`config.mk`:
```
export PLATFORM = sky130hd
export DESIGN_NAME = uart_rx
export DESIGN_NICKNAME = d
export VERILOG_FILES = /design/src/rtl/uart_rx.sv
export SDC_FILE = /design/constraint.sdc
export NUM_CORES = 1
export LEC_CHECK = 0
export CELL_PAD_IN_SITES_DETAIL_PLACEMENT = 0
export CELL_PAD_IN_SITES_GLOBAL_PLACEMENT = 1
export CORE_UTILIZATION = 46
export DETAILED_ROUTE_END_ITERATION = 16
export PLACE_DENSITY_LB_ADDON = 0.1
export REMOVE_ABC_BUFFERS = 1
export SLEW_MARGIN = 20
export SYNTH_ARGS = -nofsm -noshare
export SYNTH_HDL_FRONTEND = slang
export SYNTH_SLANG_ARGS = --single-unit
```
`constraint.sdc`:
```
create_clock -name clk -period 3.6 [get_ports clk]
set_clock_uncertainty 0.2 [all_clocks]
set_input_delay 0.72 -clock clk [delete_from_list [all_inputs] [get_ports clk]]
set_output_delay 0.72 -clock clk [all_outputs]
set_load 0.02 [all_outputs]
```
`src/rtl/uart_rx.sv`:
```
// UART receiver: 8x oversampled, LSB first, AXI-Stream style output with
// overrun and framing error pulses. The prescale input is latched at the start edge.
// Optional even-parity support is enabled by defining UART_RX_PARITY_EN.
module uart_rx #(
    parameter int unsigned DATA_WIDTH = 8
) (
    input  logic                  clk,
    input  logic                  rst_n,
    input  logic                  rxd,
    input  logic [15:0]           prescale,
    output logic [DATA_WIDTH-1:0] m_axis_tdata,
    output logic                  m_axis_tvalid,
    input  logic                  m_axis_tready,
    output logic                  busy,
    output logic                  overrun_error,
    output logic                  frame_error
`ifdef UART_RX_PARITY_EN
    ,
    output logic                  parity_error
`endif
);

    localparam int unsigned CntW = $clog2(DATA_WIDTH + 1);

`ifdef UART_RX_PARITY_EN
    typedef enum logic [2:0] {StIdle, StStart, StData, StParity, StStop} state_e;
`else
    typedef enum logic [2:0] {StIdle, StStart, StData, StStop} state_e;
`endif

    state_e                state_q, state_d;
    logic                  rxd_meta_q, rxd_sync_q, rxd_last_q;
    logic [18:0]           timer_q, timer_d;
    logic [15:0]           prescale_q, prescale_d;
    logic [CntW-1:0]       bit_cnt_q, bit_cnt_d;
    logic [DATA_WIDTH-1:0] shift_q, shift_d;
    logic [DATA_WIDTH-1:0] tdata_q, tdata_d;
    logic                  tvalid_q, tvalid_d;
    logic                  overrun_q, overrun_d;
    logic                  frame_err_q, frame_err_d;
    logic                  frame_done;

    logic [15:0]           prescale_eff;
    logic [18:0]           half_reload;
    logic [18:0]           bit_reload;
    logic                  timer_zero;
    logic                  rxd_fall;

`ifdef UART_RX_PARITY_EN
    logic                  par_bad_q, par_bad_d;
    logic                  par_err_q, par_err_d;
`endif

    // A prescale of zero behaves as one so the timer never underflows.
    assign prescale_eff = (prescale == 16'd0) ? 16'd1 : prescale;
    // Half a bit (4 ticks of 1/8 bit) from the start edge lands mid start bit.
    assign half_reload  = {1'b0, prescale_eff, 2'b00} - 19'd1;
    assign bit_reload   = {prescale_q, 3'b000} - 19'd1;
    assign timer_zero   = (timer_q == 19'd0);
    assign rxd_fall     = rxd_last_q & ~rxd_sync_q;

    // Two-flop synchroniser plus previous-value register for edge detection.
    always_ff @(posedge clk or negedge rst_n) begin
        if (!rst_n) begin
            rxd_meta_q <= 1'b1;
            rxd_sync_q <= 1'b1;
            rxd_last_q <= 1'b1;
        end else begin
            rxd_meta_q <= rxd;
            rxd_sync_q <= rxd_meta_q;
            rxd_last_q <= rxd_sync_q;
        end
    end

    // Frame FSM next-state: bit timing, sampling and error detection.
    always_comb begin
        state_d     = state_q;
        timer_d     = timer_q;
        prescale_d  = prescale_q;
        bit_cnt_d   = bit_cnt_q;
        shift_d     = shift_q;
        frame_err_d = 1'b0;
        frame_done  = 1'b0;
`ifdef UART_RX_PARITY_EN
        par_bad_d   = par_bad_q;
`endif
        unique case (state_q)
            StIdle: begin
                // Only a fresh falling edge arms; a line held low after a
                // framing error never produces one.
                if (rxd_fall) begin
                    state_d    = StStart;
                    prescale_d = prescale_eff;
                    timer_d    = half_reload;
                    bit_cnt_d  = '0;
                end
            end
            StStart: begin
                if (!timer_zero) begin
                    timer_d = timer_q - 19'd1;
                end else if (!rxd_sync_q) begin
                    state_d = StData;
                    timer_d = bit_reload;
                end else begin
                    state_d = StIdle;
                end
            end
            StData: begin
                if (!timer_zero) begin
                    timer_d = timer_q - 19'd1;
                end else begin
                    shift_d = {rxd_sync_q, shift_q[DATA_WIDTH-1:1]};
                    timer_d = bit_reload;
                    if (bit_cnt_q == CntW'(DATA_WIDTH - 1)) begin
                        bit_cnt_d = '0;
`ifdef UART_RX_PARITY_EN
                        state_d   = StParity;
`else
                        state_d   = StStop;
`endif
                    end else begin
                        bit_cnt_d = bit_cnt_q + CntW'(1);
                    end
                end
            end
`ifdef UART_RX_PARITY_EN
            StParity: begin
                if (!timer_zero) begin
                    timer_d = timer_q - 19'd1;
                end else begin
                    // Even parity: data bits plus parity bit must XOR to zero.
                    par_bad_d = (^shift_q) ^ rxd_sync_q;
                    timer_d   = bit_reload;
                    state_d   = StStop;
                end
            end
`endif
            StStop: begin
                if (!timer_zero) begin
                    timer_d = timer_q - 19'd1;
                end else begin
                    state_d = StIdle;
                    if (rxd_sync_q) begin
                        frame_done = 1'b1;
                    end else begin
                        frame_err_d = 1'b1;
                    end
                end
            end
            default: state_d = StIdle;
        endcase
    end

    // Output word handshake; a completed frame overwrites any unread word.
    always_comb begin
        tdata_d   = tdata_q;
        tvalid_d  = tvalid_q & ~m_axis_tready;
        overrun_d = 1'b0;
`ifdef UART_RX_PARITY_EN
        par_err_d = 1'b0;
`endif
        if (frame_done) begin
            tdata_d   = shift_q;
            tvalid_d  = 1'b1;
            overrun_d = tvalid_q & ~m_axis_tready;
`ifdef UART_RX_PARITY_EN
            par_err_d = par_bad_q;
`endif
        end
    end

    // State and datapath registers.
    always_ff @(posedge clk or negedge rst_n) begin
        if (!rst_n) begin
            state_q     <= StIdle;
            timer_q     <= '0;
            prescale_q  <= '0;
            bit_cnt_q   <= '0;
            shift_q     <= '0;
            tdata_q     <= '0;
            tvalid_q    <= 1'b0;
            overrun_q   <= 1'b0;
            frame_err_q <= 1'b0;
`ifdef UART_RX_PARITY_EN
            par_bad_q   <= 1'b0;
            par_err_q   <= 1'b0;
`endif
        end else begin
            state_q     <= state_d;
            timer_q     <= timer_d;
            prescale_q  <= prescale_d;
            bit_cnt_q   <= bit_cnt_d;
            shift_q     <= shift_d;
            tdata_q     <= tdata_d;
            tvalid_q    <= tvalid_d;
            overrun_q   <= overrun_d;
            frame_err_q <= frame_err_d;
`ifdef UART_RX_PARITY_EN
            par_bad_q   <= par_bad_d;
            par_err_q   <= par_err_d;
`endif
        end
    end

    assign m_axis_tdata  = tdata_q;
    assign m_axis_tvalid = tvalid_q;
    assign busy          = (state_q != StIdle);
    assign overrun_error = overrun_q;
    assign frame_error   = frame_err_q;
`ifdef UART_RX_PARITY_EN
    assign parity_error  = par_err_q;
`endif

endmodule

```
==> impl_metrics.ini, run 1 <==
[synth]
ys_seq_area_share_pct = 40.7
yosysTopAreaCellShare_pct = 38.6
netlist_instances = 396
yosysTopAreaCell = dfrtp_1
ys_warn_count = 0
synth_cell_types = 67
synth_edf_count = 0
syn_avg_cell_area_sq_um = 9.82
ys_ff_latch = 63
synth-main-ff-cell = dfrtp_1
synthTopCellsByArea = dfrtp_1 (39%), mux2_2 (8.7%), xor2_1 (5.2%)
synth_area_sq_mm = 0.00389
ys_async_sr_fraction_pct = 100

[finish]
drive_gt1_share_pct = 19.0
insertedDiodeCount = 0
final_cells = 547
syn_to_final_growth_pct = 17.0
nNetsFinal = 465

[place]
post-dp-hpwl_microns = 6910
placed_cells = 531
port_buffers = 31
place_congestion = 0.844

[worst_setup_path]
rrSetupSlack_ns = 0.58
required_ns = 3.62
rr_startpoint = timer_q[0]
cp-endpoint = timer_q[16]
end_kind = flop
crit_path_top_delay_cell = clkdlybuf4s50_1
startpoint = prescale[7]
worstPathCellList = clkdlybuf4s50_1, nor4_1, nand4_1, nor2_1, nor2_1, ha_1, nand4_1, nor3_1, xor2_1, a22oi_1, o21ai_0
path_max_fanout = 6
start_kind = input pin
critPathTopFamily = simple AND/OR/NAND/NOR gates
cp.depth = 11
critPathKind = in2reg
ff2ff_path_depth = 8
crit_path_max_incr_delay_ns = 0.49
worstPathArrival_ns = 3.14
path_buf_inv = 1
worst_r2r_endpoint = timer_q[12]

[routing]
vias = 3218
top_layer_used = met4
wirelength_microns = 9770
drt_iter0_drc = 256
drc_errors = 0
post_drt_via_cell_ratio = 5.88
route.met3.wl_microns = 544
met1_length_microns = 4680
drt_pass1_iterations = 5
wl_per_cell_microns = 17.9
ant_nets = 0
route.met2.wl_microns = 4380

[timing]
drv_slew = 0
hold_viol = 0
relSlewSlack_pct = 37.0
fin_tns_setup_ns = 0
rsz0062_at_grt = no
finalCritPeriodShare_pct = 86.8
period_needed_ns = 3.13
setup_viol = 0
tightest_slew_ns = 0.942
fmax_mhz = 320
hold-worst-slack_ns = 0.164

[die]
start_util_pct = 47.3
die_width_microns = 93.9
die_y_microns = 93.9
fp-row-count = 33
io_pins = 32
die-area_sq_mm = 0.00882
fp.coreArea_sq_mm = 0.00822

[pwr]
ir_drop_v = 0.000316
power_density_mw_per_mm2 = 755
leakagePower_nw = 1.88

[grt]
grt_start_max_net_pins = 32
antenna_found_initial = 0
overflow = 0
grt.total_usage_pct = 23.8
grt_pass1_wl_microns = 15900
grt_pass1_vias = 3059

[clock_network]
htree_levels = 3
hold_buffers = 0
cts_tree = done
postCtsSetupBuffers = 0
cts_resized = 0
cts_root_buf = clkbuf_8
clock_sinks = 63
clk_pin_slew_ns = 0.07
insertion_delay_ns = 0.34
cts_max_path_buffers = 2
cts_made_buffers = 9

[flow_run]
cap_viol_max_count = 0

[outcome]
status = complete, no violations

[min_path]
min_path_type = reg2reg
==> cell families (layout without fill, tap and decap cells) <==
| group | after synthesis | count (layout) | share of synthesized area (%) |
|---|---|---|---|
| xor gates and xnor gates | 31 | 31 | 6.98 |
| buffers and inverters | 33 | 79 | 3.67 |
| DFF | 63 | 63 | 40.7 |
| adders and majority gates | 8 | 8 | 2.57 |
| AOI/OAI and AO/OA | 96 | 96 | 17.4 |
| muxes | 33 | 33 | 9.59 |
| and+or+nand+nor | 132 | 132 | 19.1 |
==> where the power goes <==
group	internal, W	switching (W)
clock	0.000317	0.000293
combinational	0.000696	0.000911
sequential	0.000919	0.000299
==> through the flow <==
stage          area [sq um]  util, %  setup WS, ns  total power [W]
6_report               4550     55.4         0.475          0.00344
5_1_grt                4550     55.4         0.220          0.00368
4_1_cts                4550     55.4         0.460          0.00344
3_5_place_dp           4360     53.1         0.104          0.00282
3_3_place_gp           4360     53.1         0.278          0.00279
2_1_floorplan          3810        -         0.332          0.00233
==> layout make-up <==
type                    count  area [sq um]
clock buffers              10           128
inverters                  18          67.6
multi-input cells         300          2170
repair buffers             45           410
fillers                   743          3670
well taps                 105           131
flip-flops and latches     63          1580
clock inverters             6          61.3
==> metal layers <==
layer  vias to the layer above  track usage (%)
met3                        18             5.99
met1                      1569             32.7
met5                         -                0
met4                         0             9.74
li1                       1547                -
met2                        84             35.5
==> cell usage after synthesis (3+ instances only) <==
| library cell | n |
|---|---|
| or3_1 | 3 |
| nor2_1 | 27 |
| xor2_1 | 23 |
| a21o_1 | 3 |
| nor3b_1 | 4 |
| nand3_1 | 12 |
| a22o_1 | 5 |
| o2111ai_1 | 3 |
| a21oi_1 | 15 |
| nor4_4 | 3 |
| clkbuf_1 | 10 |
| inv_1 | 18 |
| dfstp_2 | 3 |
| o22ai_1 | 3 |
| nand2_1 | 37 |
| ha_1 | 8 |
| o31ai_1 | 5 |
| nor3_1 | 14 |
| nor4_1 | 9 |
| buf_2 | 3 |
| dfrtp_1 | 60 |
| xnor2_1 | 8 |
| nand4_1 | 6 |
| mux2_2 | 30 |
| a31oi_1 | 6 |
| o21ai_0 | 27 |
==> how the worst min path moves through the flow <==
stage / start / endpoint / depth (start not counted)
floorplan: rxd_meta_q / rxd_sync_q / 0
global placement: rxd_meta_q / rxd_sync_q / 0
detailed placement: rxd_meta_q / rxd_sync_q / 0
CTS: rxd_meta_q / rxd_sync_q / 0
global route: rxd_meta_q / rxd_sync_q / 0
finish: rxd_meta_q / rxd_sync_q / 0
==> layout by cell type, fill, tap and decap left out, drive strengths merged, types with 3 or more instances in the layout <==
master         synthesis  final
a21o                   3      3
a21oi                 15     15
a22o                   5      5
a31oi                  6      6
buf                    5     15
clkbuf                10     10
clkdlybuf4s50          0     30
clkinv                 0      4
dfrtp                 60     60
dfstp                  3      3
ha                     8      8
inv                   18     18
mux2                  31     31
nand2                 37     37
nand3                 13     13
nand4                  6      6
nor2                  28     28
nor3                  16     16
nor3b                  5      5
nor4                  13     13
o2111ai                3      3
o21ai                 29     29
o22ai                  3      3
o31ai                  6      6
or3                    3      3
or4                    3      3
xnor2                  8      8
xor2                  23     23
==> worst reg2reg max path, delay by kind of cell, from the launching register on <==
| kind | cells | cell delay (ns) |
|---|---|---|
| simple gates | 3 | 1.19 |
| compound gates | 3 | 0.74 |
| flops | 1 | 0.44 |
| fa+ha+maj | 1 | 0.26 |
| buf+inv | 1 | 0.08 |
==> registers in the layout, indices dropped and copies added (netlist names) <==
name	flops
bit_cnt_q	4
frame_error	1
m_axis_tdata	8
m_axis_tvalid	1
overrun_error	1
prescale_q	16
rxd_last_q	1
rxd_meta_q	1
rxd_sync_q	1
shift_q	8
state_q	2
timer_q	19
(Power assumes the default switching activity.)
==> inputs of run 2 (changes only) <==
PLACE_DENSITY_LB_ADDON = 0.15   (was 0.1)
==> run 2 against run 1 <==
Clock power rose by 3%. Non-clock buffer count did not move. Critical endpoint is now timer_q[14]. Sequential cell count unchanged. Critical path type unchanged. Critical path depth stayed put. Worst setup slack improved by 0.060 ns. Die area did not move. Largest cell class unchanged. Via count is 0.62% lower. Design area rose by 0.14%. Routed wire length down 2.2%.
==> impl_metrics.ini, run 2 (synthesis results as in run 1) <==
[outcome]
status = complete, no violations

[finish]
drive_gt1_share_pct = 19.2
largest_reg_flops = 19
final_cell_mix = dfrtp_1 (60), nand2_1 (37), mux2_2 (30), clkdlybuf4s50_1 (30)
insertedDiodeCount = 0
largest_register = timer_q
mostFrequentLayoutCell = dfrtp_1
syn_to_final_growth_pct = 17.2
largestRegisters = timer_q: 19 flops, prescale_q: 16 flops
fill_cells = 757
nNetsFinal = 465
final_cells = 547
final_util_pct = 55.4

[grt]
grt_pass1_vias = 3060
grt_pass1_wl_microns = 15600
antenna_found_initial = 0
grt.total_usage_pct = 23.3
overflow = 0
grt_start_max_net_pins = 64

[die]
io_pins = 32
die-area_sq_mm = 0.00882
die_width_microns = 93.9
die_y_microns = 93.9
fp.coreArea_sq_mm = 0.00822
start_util_pct = 47.3
fp-row-count = 33

[clock_network]
cts_tree = done
cts_max_path_buffers = 2
clk_pin_slew_ns = 0.07
clock_sinks = 63
cts_made_buffers = 9
cts_resized = 0
hold_buffers = 0
htree_levels = 3
insertion_delay_ns = 0.35
cts_root_buf = clkbuf_8
postCtsSetupBuffers = 0

[worst_setup_path]
ff2ff_path_depth = 8
rrSetupSlack_ns = 0.66
cp.depth = 11
start_kind = input pin
critPathTopFamily = simple AND/OR/NAND/NOR gates
path_max_fanout = 6
worst_r2r_endpoint = timer_q[3]
worstPathArrival_ns = 3.09
crit_path_top_delay_cell = clkdlybuf4s50_1
rr_startpoint = timer_q[0]
end_kind = flop
path_buf_inv = 1
worstPathCellList = clkdlybuf4s50_1, nor4_1, nand4_1, nor2_1, nor2_1, ha_1, nand4_1, xor2_1, nor3_1, a21oi_1, o31ai_1
required_ns = 3.62
cp-endpoint = timer_q[14]
startpoint = prescale[7]
critPathKind = in2reg
crit_path_max_incr_delay_ns = 0.49

[timing]
setup_viol = 0
hold_viol = 0
rsz0062_at_grt = no
tightest_slew_ns = 0.914
period_needed_ns = 3.07
fin_tns_setup_ns = 0
finalCritPeriodShare_pct = 85.1
relSlewSlack_pct = 38.9
drv_slew = 0
fmax_mhz = 326

[routing]
drc_errors = 0
route.met3.wl_microns = 421
drt_pass1_iterations = 5
wirelength_microns = 9550
route.met2.wl_microns = 4270
vias = 3198
wl_per_cell_microns = 17.5
top_layer_used = met4
drt_iter0_drc = 210
ant_nets = 0
post_drt_via_cell_ratio = 5.85
met1_length_microns = 4740

[pwr]
power_density_mw_per_mm2 = 755
ir_drop_v = 0.000291
leakagePower_nw = 1.87

[place]
port_buffers = 31
place_congestion = 0.845
placed_cells = 531
post-dp-hpwl_microns = 6640

[min_path]
min_path_type = reg2reg

[flow_run]
cap_viol_max_count = 0
-- run 2: worst min-delay path by stage --
stage          depth (start not counted)  slack [ns]         end        from
3_5_place_dp                           0        0.15  rxd_sync_q  rxd_meta_q
5_1_grt                                0        0.17  rxd_sync_q  rxd_meta_q
4_1_cts                                0        0.16  rxd_sync_q  rxd_meta_q
6_report                               0        0.16  rxd_sync_q  rxd_meta_q
3_3_place_gp                           0        0.15  rxd_sync_q  rxd_meta_q
2_1_floorplan                          0        0.15  rxd_sync_q  rxd_meta_q
-- run 2: power by group --
group,total [W],switching (W),internal [W]
clock network,0.000628,0.000309,0.000319
registers,0.00121,0.000294,0.000919
logic,0.00160,0.000901,0.000699
total,0.00344,0.00150,0.00194
-- run 2: area by class of cell --
class / count / area (sq um) / share of cell area (%)
clock buffer: 9 / 124 / 2.72
clock inverter: 7 / 71.3 / 1.57
inverter: 18 / 67.6 / 1.48
multi-input combinational: 300 / 2170 / 47.7
sequential: 63 / 1580 / 34.7
tap: 105 / 131 / 2.88
timing repair buffer: 45 / 410 / 9.01
-- run 2: stage by stage --
stage	power (W)	setup slack (ns)	cell area, sq um	hold WS, ns
6_report	0.00344	0.535	4560	0.163
5_1_grt	0.00370	0.223	4560	0.172
4_1_cts	0.00345	0.528	4560	0.165
3_5_place_dp	0.00281	0.194	4360	0.150
3_3_place_gp	0.00279	0.285	4360	0.149
2_1_floorplan	0.00233	0.332	3810	0.145
-- run 2: metal layers --
metal / GRT usage, % / up-vias
li1: - / 1547
met1: 33.8 / 1557
met4: 7.05 / 0
met3: 3.24 / 11
met5: 0 / -
met2: 35.7 / 83
